--- src/rtl/dc_seq_pkg.sv ---
// rtl/dc_seq_pkg.sv - shared state encoding, width defaults and step-count clamp for the DC step sequencer
package dc_seq_pkg;

    typedef enum logic [1:0] {
        ST_IDLE  = 2'd0,
        ST_ARMED = 2'd1,
        ST_RUN   = 2'd2
    } dc_state_e;

    localparam int DC_LEVEL_W = 16;
    localparam int DC_DWELL_W = 16;

    // An empty table still plays step 0; oversized requests play the whole table.
    function automatic int clamp_steps(input int requested, input int max_steps);
        if (requested < 1) begin
            return 1;
        end
        if (requested > max_steps) begin
            return max_steps;
        end
        return requested;
    endfunction

endpackage

--- src/rtl/dc_slew_limiter.sv ---
// rtl/dc_slew_limiter.sv - moves a signed level toward its target by at most SLEW_STEP per cycle
module dc_slew_limiter #(
    parameter int LEVEL_W   = 16,
    parameter int SLEW_STEP = 64
) (
    input  logic signed [LEVEL_W-1:0] target,
    input  logic signed [LEVEL_W-1:0] current,
    output logic signed [LEVEL_W-1:0] next_level
);

    localparam logic signed [LEVEL_W+1:0] STEP = (LEVEL_W+2)'(SLEW_STEP);

    logic signed [LEVEL_W+1:0] diff;

    // Two guard bits keep the difference exact; the result always lies between
    // current and target, so it cannot overflow the output width.
    always_comb begin
        diff = {{2{target[LEVEL_W-1]}}, target} - {{2{current[LEVEL_W-1]}}, current};
        if (diff > STEP) begin
            next_level = current + STEP[LEVEL_W-1:0];
        end else if (diff < -STEP) begin
            next_level = current - STEP[LEVEL_W-1:0];
        end else begin
            next_level = target;
        end
    end

endmodule

--- src/rtl/dc_step_scheduler.sv ---
// rtl/dc_step_scheduler.sv - table-driven DC level sequencer with arm/trigger/abort; DC_STEP_SLEW_EN adds slew limiting
module dc_step_scheduler
    import dc_seq_pkg::*;
#(
    parameter int NUM_STEPS = 8,
    parameter int LEVEL_W   = DC_LEVEL_W,
    parameter int DWELL_W   = DC_DWELL_W,
    parameter int SLEW_STEP = 64
) (
    input  logic                              Clk,
    input  logic                              Reset,
    input  logic                              Arm,
    input  logic                              Abort,
    input  logic                              Trigger,
    input  logic [NUM_STEPS*LEVEL_W-1:0]      StepLevel,
    input  logic [NUM_STEPS*DWELL_W-1:0]      StepDwell,
    input  logic [$clog2(NUM_STEPS):0]        NumSteps,
    input  logic [15:0]                       LoopCount,
    input  logic signed [LEVEL_W-1:0]         ParkLevel,
    output logic signed [LEVEL_W-1:0]         LevelOut,
    output logic [$clog2(NUM_STEPS)-1:0]      StepIdx,
    output logic                              Busy,
    output logic                              ArmedOut,
    output logic                              Done
);

    localparam int IDX_W = $clog2(NUM_STEPS);
    localparam logic [IDX_W-1:0]   IDX_ONE   = 1;
    localparam logic [DWELL_W-1:0] DWELL_ONE = 1;
    localparam logic [15:0]        PASS_MAX  = 16'hFFFF;

    dc_state_e                 state_q, state_d;
    logic                      arm_prev_q, trig_prev_q;
    logic [IDX_W-1:0]          step_idx_q, step_idx_d;
    logic [DWELL_W-1:0]        dwell_q, dwell_d;
    logic [15:0]               pass_q, pass_d;
    logic signed [LEVEL_W-1:0] target_q, target_d;
    logic signed [LEVEL_W-1:0] level_q, level_d;
    logic                      done_q, done_d;

    logic                      arm_rise, trig_rise;
    logic                      enter_step;
    logic [IDX_W-1:0]          enter_idx;
    logic [DWELL_W-1:0]        enter_dwell;
    int                        eff_steps;

    assign arm_rise  = Arm & ~arm_prev_q;
    assign trig_rise = Trigger & ~trig_prev_q;

    always_comb begin
        state_d     = state_q;
        step_idx_d  = step_idx_q;
        dwell_d     = dwell_q;
        pass_d      = pass_q;
        target_d    = target_q;
        done_d      = 1'b0;
        enter_step  = 1'b0;
        enter_idx   = '0;
        enter_dwell = '0;
        eff_steps   = clamp_steps(int'(NumSteps), NUM_STEPS);

        case (state_q)
            ST_IDLE: begin
                if (arm_rise) begin
                    state_d = ST_ARMED;
                end
            end
            ST_ARMED: begin
                if (trig_rise) begin
                    state_d    = ST_RUN;
                    enter_step = 1'b1;
                    pass_d     = 16'd1;
                end
            end
            ST_RUN: begin
                if (dwell_q != '0) begin
                    dwell_d = dwell_q - DWELL_ONE;
                end else if (int'(step_idx_q) < eff_steps - 1) begin
                    enter_step = 1'b1;
                    enter_idx  = step_idx_q + IDX_ONE;
                end else if (LoopCount == 16'd0 || pass_q < LoopCount) begin
                    // Infinite mode never compares, so saturating is harmless.
                    enter_step = 1'b1;
                    if (pass_q != PASS_MAX) begin
                        pass_d = pass_q + 16'd1;
                    end
                end else begin
                    state_d = ST_IDLE;
                    done_d  = 1'b1;
                end
            end
            default: state_d = ST_IDLE;
        endcase

        if (Abort) begin
            state_d    = ST_IDLE;
            done_d     = 1'b0;
            enter_step = 1'b0;
        end

        if (enter_step) begin
            enter_dwell = StepDwell[int'(enter_idx)*DWELL_W +: DWELL_W];
            step_idx_d  = enter_idx;
            target_d    = $signed(StepLevel[int'(enter_idx)*LEVEL_W +: LEVEL_W]);
            dwell_d     = (enter_dwell == '0) ? '0 : enter_dwell - DWELL_ONE;
        end

        // Outside RUN the output parks and all run bookkeeping is cleared.
        if (state_d != ST_RUN) begin
            target_d   = ParkLevel;
            step_idx_d = '0;
            dwell_d    = '0;
            pass_d     = '0;
        end
    end

`ifdef DC_STEP_SLEW_EN
    dc_slew_limiter #(
        .LEVEL_W   (LEVEL_W),
        .SLEW_STEP (SLEW_STEP)
    ) u_slew (
        .target     (target_d),
        .current    (level_q),
        .next_level (level_d)
    );
`else
    logic unused_slew;
    assign unused_slew = (SLEW_STEP != 0);
    assign level_d     = target_d;
`endif

    always_ff @(posedge Clk or posedge Reset) begin
        if (Reset) begin
            state_q     <= ST_IDLE;
            arm_prev_q  <= 1'b0;
            trig_prev_q <= 1'b0;
            step_idx_q  <= '0;
            dwell_q     <= '0;
            pass_q      <= '0;
            target_q    <= '0;
            level_q     <= '0;
            done_q      <= 1'b0;
        end else begin
            state_q     <= state_d;
            arm_prev_q  <= Arm;
            trig_prev_q <= Trigger;
            step_idx_q  <= step_idx_d;
            dwell_q     <= dwell_d;
            pass_q      <= pass_d;
            target_q    <= target_d;
            level_q     <= level_d;
            done_q      <= done_d;
        end
    end

    assign LevelOut = level_q;
    assign StepIdx  = step_idx_q;
    assign Busy     = (state_q == ST_RUN);
    assign ArmedOut = (state_q == ST_ARMED);
    assign Done     = done_q;

endmodule

--- config.mk ---
export PLATFORM = sky130hd
export DESIGN_NAME = dc_step_scheduler
export DESIGN_NICKNAME = d
export VERILOG_FILES = /design/src/rtl/dc_seq_pkg.sv /design/src/rtl/dc_slew_limiter.sv /design/src/rtl/dc_step_scheduler.sv
export SDC_FILE = /design/constraint.sdc
export NUM_CORES = 1
export LEC_CHECK = 0
export ABC_AREA = 1
export BUFFER_PORTS_ARGS = -buffer_cell sky130_fd_sc_hd__buf_2
export CORE_AREA = 2 2 123 125
export DETAILED_ROUTE_END_ITERATION = 8
export DIE_AREA = 0 0 125 127
export PLACE_DENSITY_LB_ADDON = 0.1
export SETUP_SLACK_MARGIN = 0.4
export SLEW_MARGIN = 30
export SYNTH_ARGS = -nofsm -noshare
export SYNTH_HDL_FRONTEND = slang
export SYNTH_HIERARCHICAL = 1
export SYNTH_SLANG_ARGS = --single-unit
export TNS_END_PERCENT = 100
--- constraint.sdc ---
create_clock -name Clk -period 7 [get_ports Clk]
set_clock_uncertainty 0.15 [all_clocks]
set_input_delay 0.35 -clock Clk [delete_from_list [all_inputs] [get_ports Clk]]
set_output_delay 0.35 -clock Clk [all_outputs]
set_load 0.05 [all_outputs]
After elaboration in Yosys (flattened, before gate mapping)
Cells that the tools add are included.

operators by class
  add/subtract/negate cells = 5
  order comparisons = 4
  equal/unequal tests = 9
  shifts and indexed selects = 2
  multiplexer cells = 44
  bitwise gates (word level) = 4
  reductions and logical operators = 11

operators with widths
  operator                                                                 number
  128-bit by 8-bit variable part select with 16-bit output                 2
  16-bit 2-to-1 mux                                                        13
  32-bit 2-to-1 mux                                                        3
  16-bit zero test                                                         2
  4-bit by 32-bit < comparator with 1-bit output                           1
  16-bit case mux with 2 select lines                                      1
  16-bit by 1-bit subtractor with 16-bit output, second input constant     2
  32-bit by 2-bit subtractor with 32-bit output, second input constant     1
  16-bit by 1-bit adder with 16-bit output, second input constant          1
  16-bit < comparator                                                      1
  16-bit inequality test, second input constant                            1
  16-bit nonzero test                                                      1
  3-bit 2-to-1 mux                                                         5
  1-bit 2-to-1 mux                                                         14
  2-bit 2-to-1 mux                                                         6
  3-bit by 1-bit inequality test with 1-bit output, second input constant  3
  3-bit nonzero test                                                       3
  3-bit by 2-bit inequality test with 1-bit output, second input constant  2
  2-bit case mux with 3 select lines                                       1
  6-bit AND reduction                                                      1
  4-bit greater-than comparator, second input constant                     1
  4-bit by 1-bit < comparator with 1-bit output, second input constant     1
  3-bit by 1-bit adder with 3-bit output, second input constant            1
  1-bit AND                                                                2
  9 further kinds                                                          10

word-level totals
  flip-flop bits (word level) = 56
  output and inout bits = 22

Depth between registers and ports, before layout
Gate-level depths: netlist of run 1.

  depth after elaboration = 15
  gate-level depth with buffers = 29
  mapped depth without buffers = 27

Worst setup path after synthesis of run 1
No wires, ideal clock.

  kind = input-to-reg
  start point = in NumSteps[1]
  end point = reg dwell_q[1]
  library setup time = 0.119 ns
  data arrival time = 3.298 ns
  slack = 3.433 ns
  stages = 28
  path through = nor3_1 -> o21ai_0 -> ha_1 -> ha_1 -> nand2_1 -> nand2_1 -> nand2_1 -> nand2_1 -> nand2_2 -> nand3_2 -> buf_6 -> buf_6 -> nor2_1 -> nor2_1 -> nand2_1 -> nand2_1 -> nand2_1 -> nand2_4 -> inv_1 -> ha_1 -> inv_1 -> nor2_1 -> nand2_1 -> nor2_2 -> nand2_2 -> nand2_2 -> nor2_1 -> o21a_1

between the ends
  cells in the longest elaborated chain, start to end = 15
  elaborated cells between the ends (all ways) = 32
  those cells by class = 2 x add/sub; 3 x order compare; 1 x eq/ne; 1 x shift; 21 x mux; 4 x reduce/logical

ends and longest elaborated chain
  item                                                                                            RTL line                            source
  start: declaration                                                                              dc_step_scheduler.sv:17             input logic [$clog2(NUM_STEPS):0] NumSteps,
  4-bit by 1-bit < comparator with 1-bit output or 4-bit greater-than comparator (tied branches)  dc_seq_pkg.sv:15, dc_seq_pkg.sv:18
  1-bit 2-to-1 mux (on tied branches)                                                             dc_seq_pkg.sv:15, dc_seq_pkg.sv:18
  32-bit 2-to-1 mux or 1-bit 2-to-1 mux (tied branches)                                           dc_seq_pkg.sv:18                    if (requested > max_steps) begin
  32-bit 2-to-1 mux                                                                               dc_seq_pkg.sv:21                    return requested;
  32-bit 2-to-1 mux (*)                                                                           dc_seq_pkg.sv:18
  32-bit by 2-bit subtractor with 32-bit output (*)                                               dc_step_scheduler.sv:78             end else if (int'(step_idx_q) < eff_steps - 1) begin
  4-bit by 32-bit < comparator with 1-bit output (*)                                              dc_step_scheduler.sv:78
  3-bit 2-to-1 mux                                                                                dc_step_scheduler.sv:78
  3-bit 2-to-1 mux                                                                                dc_step_scheduler.sv:76             if (dwell_q != '0) begin
  3-bit 2-to-1 mux                                                                                dc_step_scheduler.sv:62             case (state_q)
  128-bit by 8-bit variable part select with 16-bit output                                        dc_step_scheduler.sv:102            enter_dwell = StepDwell[int'(enter_idx)*DWELL_W +: DWELL_W];
  16-bit by 1-bit subtractor with 16-bit output or 16-bit zero test (tied branches)               dc_step_scheduler.sv:105            dwell_d = (enter_dwell == '0) ? '0 : enter_dwell - DWELL_ONE;
  16-bit 2-to-1 mux                                                                               dc_step_scheduler.sv:105
  16-bit 2-to-1 mux                                                                               dc_step_scheduler.sv:101            if (enter_step) begin
  16-bit 2-to-1 mux                                                                               dc_step_scheduler.sv:109            if (state_d != ST_RUN) begin
  end signal: assignment                                                                          dc_step_scheduler.sv:148            dwell_q <= dwell_d;
  end: declaration                                                                                dc_step_scheduler.sv:35             logic [DWELL_W-1:0] dwell_q, dwell_d;

Every way passes the cells marked *; elsewhere a longest branch is shown, timed or not. The select of a mux whose other input is x is not followed.
A chain may end at the register's enable or synchronous reset.

Worst setup path after layout of run 1
  start point = reg dwell_q[0]
  end point = reg dwell_q[5]

between the ends
  cells in the longest elaborated chain, start to end = 8
  elaborated cells between the ends (all ways) = 22
  those cells by class = 2 x add/sub; 1 x eq/ne; 1 x shift; 13 x mux; 5 x reduce/logical

ends and longest elaborated chain
  item                                                                               RTL line
  16-bit nonzero test                                                                dc_step_scheduler.sv:76
  3-bit 2-to-1 mux                                                                   dc_step_scheduler.sv:76
  3-bit 2-to-1 mux                                                                   dc_step_scheduler.sv:62
  128-bit by 8-bit variable part select with 16-bit output                           dc_step_scheduler.sv:102
  16-bit by 1-bit subtractor with 16-bit output or 16-bit zero test (tied branches)  dc_step_scheduler.sv:105
  16-bit 2-to-1 mux                                                                  dc_step_scheduler.sv:105
  16-bit 2-to-1 mux                                                                  dc_step_scheduler.sv:101
  16-bit 2-to-1 mux                                                                  dc_step_scheduler.sv:109

Several ways; a longest one is shown, not always the timed one. The select of a mux whose other input is x is not followed.

==> results of run 1 <==
-- logic make-up (layout without fill, tap and decap cells) --
family / Yosys count / in the layout / share of synthesized area [%]
multiplexers: 28 / 28 / 3.90
XOR/XNOR: 22 / 22 / 2.68
AND/OR/NAND/NOR: 614 / 614 / 39.0
AO/OA/AOI/OAI: 171 / 171 / 13.6
buffers and inverters: 299 / 573 / 16.6
adder cells (fa/ha/maj): 27 / 27 / 4.70
other: 0 / 10 / 0
flip-flops: 56 / 56 / 19.5
-- path summary, 6_finish.rpt --
| path | slack, ns | endpoint |
|---|---|---|
| max reg2reg | 2.32 | dwell_q[5]$_DFFE_PP0P_ |
| min in group asynchronous | 0.09 | LevelOut[7]$_DFFE_PP0P_ |
| min | 0.03 | trig_prev_q$_DFF_PP0_ |
| max in group asynchronous | 6.12 | StepIdx[1]$_DFFE_PP0P_ |
| max | 2.32 | dwell_q[5]$_DFFE_PP0P_ |
| min reg2reg | 0.35 | LevelOut[11]$_DFFE_PP0P_ |
-- cell usage after synthesis (2+ instances only) --
master                     instances  area, sq um
sky130_fd_sc_hd__clkbuf_1         34          128
sky130_fd_sc_hd__o21ai_1           6         30.0
sky130_fd_sc_hd__nor2_8            2         40.0
sky130_fd_sc_hd__nor2_2            9         56.3
sky130_fd_sc_hd__o21ai_0          69          345
sky130_fd_sc_hd__o211ai_1         30          225
sky130_fd_sc_hd__o22ai_1           2         12.5
sky130_fd_sc_hd__nand3b_1          7         52.6
sky130_fd_sc_hd__o211ai_2          2         25.0
sky130_fd_sc_hd__nand3_1         128          641
sky130_fd_sc_hd__xnor2_1           7         61.3
sky130_fd_sc_hd__a21oi_1          51          255
sky130_fd_sc_hd__nand2_2           7         43.8
sky130_fd_sc_hd__inv_2             7         26.3
sky130_fd_sc_hd__nand2_1         283         1060
sky130_fd_sc_hd__buf_6             4         45.0
sky130_fd_sc_hd__buf_2            21          105
sky130_fd_sc_hd__dfrtp_1          56         1400
sky130_fd_sc_hd__inv_1           229          860
sky130_fd_sc_hd__xor2_1           15          131
sky130_fd_sc_hd__mux2i_1          28          280
sky130_fd_sc_hd__a211oi_1          3         22.5
sky130_fd_sc_hd__nor3_1           13         65.1
sky130_fd_sc_hd__nand4_1          53          332
sky130_fd_sc_hd__nor3b_1           2         15.0
sky130_fd_sc_hd__nor4_1            7         43.8
sky130_fd_sc_hd__nor2_1           96          360
sky130_fd_sc_hd__ha_1             27          338
sky130_fd_sc_hd__buf_4             3         22.5
-- sequential cells by signal (all words and copies together) (netlist names) --
name and count:
LevelOut 16, dwell_q 16, pass_q 16, StepIdx 3, state_q 2, Done 1
arm_prev_q 1, trig_prev_q 1
-- where the power goes --
group | internal (W) | switching [W]
clock | 0.000131 | 0.000114
combinational | 0.000128 | 0.000186
sequential | 0.000332 | 0.00000620
-- metal layers --
layer  share of wire, %  track usage [%]  vias to the layer above
li1                   -                -                     4478
met1                 41             41.0                     3986
met2                 49             55.4                      395
met3                6.7             3.31                       42
met4                3.4             14.6                        0
met5                  0                0                        -
-- per-stage QoR --
step                hold WS (ns)  utilization (%)
floorplan                  0.231                -
global placement           0.324             61.0
detailed placement         0.327             61.2
CTS                       0.0240             62.2
global route              0.0289             62.3
finish                    0.0279             62.3
-- placed cells by master, fill, tap and decap left out, types with 3 or more instances in the layout --
master and instances:
sky130_fd_sc_hd__dfrtp_1 56, sky130_fd_sc_hd__nor2_2 9, sky130_fd_sc_hd__xor2_1 15, sky130_fd_sc_hd__nand2_1 283, sky130_fd_sc_hd__nand2_2 7, sky130_fd_sc_hd__a211oi_1 3
sky130_fd_sc_hd__ha_1 27, sky130_fd_sc_hd__nand4_1 53, sky130_fd_sc_hd__nand3_1 128, sky130_fd_sc_hd__clkbuf_16 5, sky130_fd_sc_hd__nand3b_1 7, sky130_fd_sc_hd__nor2_1 95
sky130_fd_sc_hd__nor3_1 13, sky130_fd_sc_hd__diode_2 10, sky130_fd_sc_hd__inv_2 8, sky130_fd_sc_hd__xnor2_1 7, sky130_fd_sc_hd__buf_4 10, sky130_fd_sc_hd__o21ai_1 6
sky130_fd_sc_hd__o211ai_1 30, sky130_fd_sc_hd__buf_2 318, sky130_fd_sc_hd__a21oi_1 51, sky130_fd_sc_hd__inv_1 228, sky130_fd_sc_hd__o21ai_0 69, sky130_fd_sc_hd__nor4_1 7
sky130_fd_sc_hd__mux2i_1 28
-- final cells by class --
class	count	area, sq um
multi-input combinational	862	4620
antenna	10	25.0
clock inverter	1	5.00
clock buffer	6	129
timing repair buffer	329	1690
sequential	56	1400
tap	184	230
inverter	237	890
fill	1445	5430
==> results.txt, run 1 <==
----------------------------------------------------
[Clocking]
  Count of cells resized by post-cts repair ... 0
  Post-CTS setup repair buffer count ... 0
  H-Tree Level Count ... 2
  CTS Hold Buffers Added ... 0
  CTS tree ... done
  Clock-pin slew of the registers on the worst-case setup and hold paths ... ~0.070 ns
  Number of clock sinks ... 56
  Buffer type at the clock tree root ... sky130_fd_sc_hd__clkbuf_16
  Skew-Pair Late Insertion Delay ... about 0.30 ns
  Clk buf depth ... 2
  Clock buffer count from CTS ... 5

[Synthesis]
  Count of unique library cells instantiated by Yosys ... 45
  Sequential fraction of the synthesis area ... approximately a fifth
  Synthesized netlist cell count ... around 1,200
  Number of enable-type register cells in the synthesized netlist ... 0
  Synthesis Warnings ... 6
  Async S/R FF share, synth ... 100%
  Post-synthesis instance area ... between 7000 and 8000 sq um
  Top_reg_cell synth ... sky130_fd_sc_hd__dfrtp_1
  Mean cell area of the mapped netlist ... approximately 6 sq um
  Synthesized Nets ... 1,541
  FF+latch count, synth ... 56

[Pwr]
  Cell Pwr Density ... around 100 nW/um^2
  Leakage power ... ~5.4 nW
  Post-route total power ... around 0.00090 W
  Largest vdd supply drop ... around 0.000094 V

[Routing]
  Number of vias per cell after detailed routing ... about 5.3
  Total number of vias ... 8,901
  First-pass iteration count of the detailed router ... 6
  Total detailed-routing wirelength ... approximately 27,000 um
  Count of nets left with antenna violations after detail routing ... 0
  Average detailed-routed wire length per instance ... 16.1 um
  Drt drc ... 0
  DRC violation total after the first TritonRoute iteration ... between 600 and 700

[Layout]
  Share of layout cells above drive strength 1 ... between 20 and 25%
  Area delta synth->final ... 25.1%
  Non-filler cells, final ... about 1,700
  Nets ... roughly 1,800
  Final Instance Area ... 8990 sq um

[Die]
  Top-level I/O count ... approximately 320
  Number of rows created at floorplan ... 44
  Vertical die dimension ... about 130 um
  Total die area ... 15,900 sq um
  Standard cell core area ... 14,400 sq um
  Starting density of the core ... about half
  Floorplan die width ... about 130 um

[Setup path]
  Standard cell with the maximum stage delay on the critical path ... sky130_fd_sc_hd__nand3_4
  Delay contributed by the slowest stage of the critical path ... approximately 0.70 ns
  Origin of the critical flop-to-flop path ... dwell_q[0]$_DFFE_PP0P_
  Category of the worst setup path launch point ... flip-flop
  Worst path required time ... ~7 ns
  Critical Path Most Common Cell ... sky130_fd_sc_hd__nand2_1
  Series of cell instances along the critical path ... inv_1, ha_1, nand2_1, nor3_4, nand3_4, nor2_8, nand3_4, nor2_1, nor2_1, nand2_1, nand2_1, nand2_1, nand2_4, inv_1, ha_1, inv_1, nor2_1, nand2_1, nor2_2, nand2_2, nand2_2, inv_2, nand2_1, a21oi_1
  Number of gates on the worst path with buffers counted ... 24
  Beginning of the critical path ... dwell_q[0]$_DFFE_PP0P_
  Worst-case reg-to-reg path depth ... 24
  Data arrival time of the worst path ... 4.72 ns
  Family with the most delay on the worst path ... simple AND/OR/NAND/NOR gates
  Kind of end point of the critical path ... flip-flop
  Critical path type ... reg2reg
  Sum of buffers and inverters on the critical path ... 4
  CP Max Fanout ... 73

[Global routing]
  Total track usage ... around 32%
  Largest net degree at the start of global routing ... 74
  Number of antenna violations at the first check in global routing ... 12
  Residual overflow from global routing ... 0
  Vias in the first global route ... 8,062
  Wire length of the first global-routing pass ... between 40,000 and 50,000 um

[Min path]
  Kind of path behind the tightest hold check ... in2reg
  Cells on Worst Hold Path ... 1
  Worst hold start ... Trigger

[STA]
  Count of endpoints failing setup in the final report ... 0
  Worst slew margin ... 46.1%
  Hold Violations, Final ... 0
  Worst Tran Pin Value ... 0.807 ns
  Sum Neg Setup Slack ... 0 ns
  Fmax ... between 0.2 and 0.25 GHz
  Final period utilization ... between 60% and 70%
  Worst Slack Setup Final ... 2.32 ns
  Unrepaired setup endpoints after global routing ... no
  Final slew viol count ... 0
  Final critical delay including setup and external delays ... ~4.7 ns

[Placed design]
  Placer's final routability congestion estimate ... roughly 0.94
  Buffers added on ports ... 318
  Post-place setup slack ... 2.36 ns
  Total cell area at the placement stage ... around 8800 sq um
  Post-placement cell count ... between 1,500 and 2,000
  Dpl hpwl ... 22,200 um

[Run status]
  Status ... finished, final reports clean

[Flow run]
  Number of maximum-capacitance violations ... 0

----------------------------------------------------
(Power assumes the default switching activity.)
==> run 2: changes to the inputs <==
--- a/config.mk
+++ b/config.mk
@@ -5,11 +5,10 @@
 export SDC_FILE = /design/constraint.sdc
 export NUM_CORES = 1
 export LEC_CHECK = 0
-export ABC_AREA = 1
+export ABC_AREA = 0
 export BUFFER_PORTS_ARGS = -buffer_cell sky130_fd_sc_hd__buf_2
-export CORE_AREA = 2 2 123 125
+export CORE_UTILIZATION = 43
 export DETAILED_ROUTE_END_ITERATION = 8
-export DIE_AREA = 0 0 125 127
 export PLACE_DENSITY_LB_ADDON = 0.1
 export SETUP_SLACK_MARGIN = 0.4
 export SLEW_MARGIN = 30
==> constraint.sdc (replaced) <==
create_clock -name Clk -period 4.2 [get_ports Clk]
set_clock_uncertainty 0.15 [all_clocks]
set_input_delay 0.21 -clock Clk [delete_from_list [all_inputs] [get_ports Clk]]
set_output_delay 0.21 -clock Clk [all_outputs]
set_load 0.05 [all_outputs]
==> run 2 against run 1 <==
Against the previous run: power up 70%; clock power increased by 76%; first-iteration DRC count up 29%; critical path type is now in2reg; largest cell class unchanged; highest routed layer unchanged.
==> results.txt, run 2 <==
----------------------------------------------------
[Setup path]
  FF-to-FF setup slack ... 0.61 ns (-1.71 ns)
  Beginning of the critical path ... NumSteps[1]
  Origin of the critical flop-to-flop path ... state_q[0]$_DFF_PP0_
  CP Max Fanout ... 7 (-90%)
  Data arrival time of the worst path ... 3.75 ns (-0.97 ns)
  Critical path type ... in2reg
  Worst path required time ... 4.28 ns (-2.75 ns)
  Worst-case reg-to-reg path depth ... 13 (-46%)
  Kind of end point of the critical path ... flip-flop
  Worst setup path end ... dwell_q[15]$_DFFE_PP0P_
  Category of the worst setup path launch point ... primary input
  Worst flop-to-flop path endpoint ... dwell_q[15]$_DFFE_PP0P_

[Die]
  Number of rows created at floorplan ... 44 (unchanged)
  Vertical die dimension ... 126 um (-0.74%)
  Total die area ... 15,900 sq um (+0.11%)
  Top-level I/O count ... 319 (unchanged)
  Standard cell core area ... 14,800 sq um (+2.3%)
  Floorplan die width ... 126 um (+0.85%)
  Starting density of the core ... 44.9% (-5.0 points)

[Clocking]
  CTS tree ... done
  Clock-pin slew of the registers on the worst-case setup and hold paths ... 0.08 ns (about the same)
  Skew-Pair Late Insertion Delay ... 0.30 ns (about the same)
  Buffer type at the clock tree root ... sky130_fd_sc_hd__clkbuf_16
  Clk buf depth ... 2 (unchanged)
  Clock buffer count from CTS ... 5 (unchanged)
  H-Tree Level Count ... 2 (unchanged)
  Number of clock sinks ... 56 (unchanged)

[STA]
  Final-layout worst hold slack ... 0.246 ns (+0.218 ns)
  Worst slew margin ... 42.6% (-3.5 points)
  Worst Tran Pin Value ... 0.855 ns (+0.0485 ns)
  Worst Slack Setup Final ... 0.526 ns (-1.79 ns)
  Fmax ... between 0.2 and 0.3 GHz
  Count of endpoints failing setup in the final report ... 0 (unchanged)
  Final critical delay including setup and external delays ... roughly 3.7 ns
  Sum Neg Setup Slack ... 0 ns (unchanged)
  Hold Violations, Final ... 0 (unchanged)
  Unrepaired setup endpoints after global routing ... yes
  Final slew viol count ... 0 (unchanged)
  Final period utilization ... 87.5%

[Layout]
  Top library cells by usage in the layout, fill and taps aside ... sky130_fd_sc_hd__buf_2 (318), sky130_fd_sc_hd__nand2_1 (116), sky130_fd_sc_hd__nor2_1 (85), sky130_fd_sc_hd__nor3_1 (74), sky130_fd_sc_hd__a21oi_1 (63)
  Commonest non-fill, non-tap cell in the layout ... sky130_fd_sc_hd__buf_2
  Area delta synth->final ... 35.3%
  Total of fill cells in the finished design ... 1,451 (+0.42%)
  Share of layout cells above drive strength 1 ... 33.7% (+8.7 points)
  Nets ... 1,579 (-13%)

[Pwr]
  Largest vdd supply drop ... 0.000146 V (+56%)
  Cell Pwr Density ... 170 nW/um^2 (+71%)
  Leakage power ... 4.14 nW (-23%)

[Synthesis]
  Most numerous cell types in the synthesized netlist ... sky130_fd_sc_hd__nand2_1 (116), sky130_fd_sc_hd__nor2_1 (86), sky130_fd_sc_hd__nor3_1 (77)
  Largest cells by area after synthesis ... sky130_fd_sc_hd__dfrtp_1 (21%), sky130_fd_sc_hd__nand2_1 (6.6%), sky130_fd_sc_hd__nor3_1 (5.8%), sky130_fd_sc_hd__ha_1 (5.1%), sky130_fd_sc_hd__a21oi_1 (4.9%)
  Synthesized netlist cell count ... 934 (-23%)
  Largest area contributor in the synthesized netlist ... sky130_fd_sc_hd__dfrtp_1
  Top_reg_cell synth ... sky130_fd_sc_hd__dfrtp_1
  Synthesized Nets ... 1,258 (-18%)
  Most used standard cell by instance count after synthesis ... sky130_fd_sc_hd__nand2_1
  Synthesis Warnings ... 6 (unchanged)
  Async S/R FF share, synth ... 100% (unchanged)
  Post-synthesis instance area ... 6620 sq um (-7.9%)
  Number of enable-type register cells in the synthesized netlist ... 0 (unchanged)
  Count of unique library cells instantiated by Yosys ... 84 (+87%)
  Share of the synthesized area in the top cell type ... 21.2% (+1.7 points)
  FF+latch count, synth ... 56 (unchanged)
  Sequential fraction of the synthesis area ... 21.2% (+1.7 points)
  Mean cell area of the mapped netlist ... 7.09 sq um (+20%)

[Routing]
  Total number of vias ... 8,341 (-6.3%)
  Count of nets left with antenna violations after detail routing ... 0 (unchanged)
  Drt drc ... 0 (unchanged)
  First-pass iteration count of the detailed router ... 5 (-1)
  Average detailed-routed wire length per instance ... 18.4 um (+14%)
  DRC violation total after the first TritonRoute iteration ... 876 (+29%)
  Total detailed-routing wirelength ... 26,500 um (-2.5%)
  Number of vias per cell after detailed routing ... 5.78 (+9.4%)

[Min path]
  Kind of path behind the tightest hold check ... in2async

[Global routing]
  Residual overflow from global routing ... 0 (unchanged)
  Number of antenna violations at the first check in global routing ... 2 (-10)
  Total track usage ... 32.9% (+0.68 points)
  Wire length of the first global-routing pass ... 41,700 um (+1.3%)
  Largest net degree at the start of global routing ... 51 (-31%)
  Vias in the first global route ... 7,811 (-3.1%)

[Placed design]
  Post-place setup slack ... 0.129 ns (-2.23 ns)
  Buffers added on ports ... 318 (unchanged)
  Dpl hpwl ... 21,000 um (-5.6%)
  Placer's final routability congestion estimate ... 0.970 (+2.7%)

[Flow run]
  Number of maximum-capacitance violations ... 0 (unchanged)

[Run status]
  Status ... finished, final reports clean

----------------------------------------------------
run 2: metrics by stage:
stage | util (%) | instances | instance area [sq um] | total power, W
floorplan | - | 934 | 6620 | 0.000836
global placement | 57.3 | 1407 | 8460 | 0.00107
detailed placement | 57.4 | 1407 | 8460 | 0.00107
CTS | 59.9 | 1438 | 8840 | 0.00152
global route | 60.7 | 1441 | 8950 | 0.00161
finish | 60.7 | 1443 | 8960 | 0.00153
run 2: cells by family after synthesis:
logic type / Yosys count / synth area share, %
and+or+nand+nor: 431 / 32.9
AOI/OAI and AO/OA: 257 / 25.3
buffers and inverters: 98 / 5.88
DFF: 56 / 21.2
muxes: 41 / 6.37
adders and majority gates: 27 / 5.10
xor gates and xnor gates: 24 / 3.29
run 2: where the power goes:
part           internal [W]  switching (W)  leakage (nW)  total [W]
clock              0.000223       0.000207        0.0702   0.000430
combinational      0.000236       0.000299          3.34   0.000535
sequential         0.000552     0.00000926         0.739   0.000561
total               0.00101       0.000516          4.14    0.00153
run 2: layout make-up:
| type | instances | area (sq um) | share of cell area [%] |
|---|---|---|---|
| multi-input cells | 780 | 4960 | 55.4 |
| repair buffers | 375 | 2070 | 23.1 |
| flip-flops and latches | 56 | 1400 | 15.7 |
| well taps | 184 | 230 | 2.57 |
| inverters | 37 | 139 | 1.55 |
| clock buffers | 5 | 125 | 1.40 |
| clock inverters | 3 | 21.3 | 0.237 |
| diodes | 3 | 7.51 | 0.0838 |
run 2: timing repair:
item,in CTS,in global routing
gates resized for setup,2,21
hold buffers,20,0
pin swaps,2,1
hold endpoints to repair,31,0
setup buffers,3,2
endpoints found under the setup margin,4,17
run 2: worst min-delay path by stage:
stage                                   end  slack, ns  cells after the start
floorplan              arm_prev_q$_DFF_PP0_       0.09                      0
global placement    LevelOut[5]$_DFFE_PP0P_       0.02                      2
finish                pass_q[3]$_DFFE_PP0P_       0.25                      3
global route        LevelOut[5]$_DFFE_PP0P_       0.25                      3
CTS                 LevelOut[5]$_DFFE_PP0P_       0.25                      3
detailed placement  LevelOut[5]$_DFFE_PP0P_       0.02                      2
run 2: critical path: stages:
cell and delay, ns:
sky130_fd_sc_hd__buf_2 0.12, sky130_fd_sc_hd__o21bai_2 0.23, sky130_fd_sc_hd__nand2_1 0.09, sky130_fd_sc_hd__ha_1 0.29
sky130_fd_sc_hd__ha_1 0.23, sky130_fd_sc_hd__nor3_2 0.26, sky130_fd_sc_hd__a21boi_4 0.30, sky130_fd_sc_hd__nor2_1 0.11
sky130_fd_sc_hd__or3_1 0.52, sky130_fd_sc_hd__o21ai_4 0.26, sky130_fd_sc_hd__nand3_2 0.18, sky130_fd_sc_hd__or3_1 0.45
sky130_fd_sc_hd__nor4b_2 0.28, sky130_fd_sc_hd__a31oi_1 0.07, sky130_fd_sc_hd__a21oi_1 0.16
run 2: metal layers:
metal,vias to the layer above,global-route usage (%),wire length (um)
met3,30,5.14,2110
met1,3863,46.3,11600
li1,4075,-,-
met5,-,0,0
met4,0,8.36,501
met2,373,52.4,12200
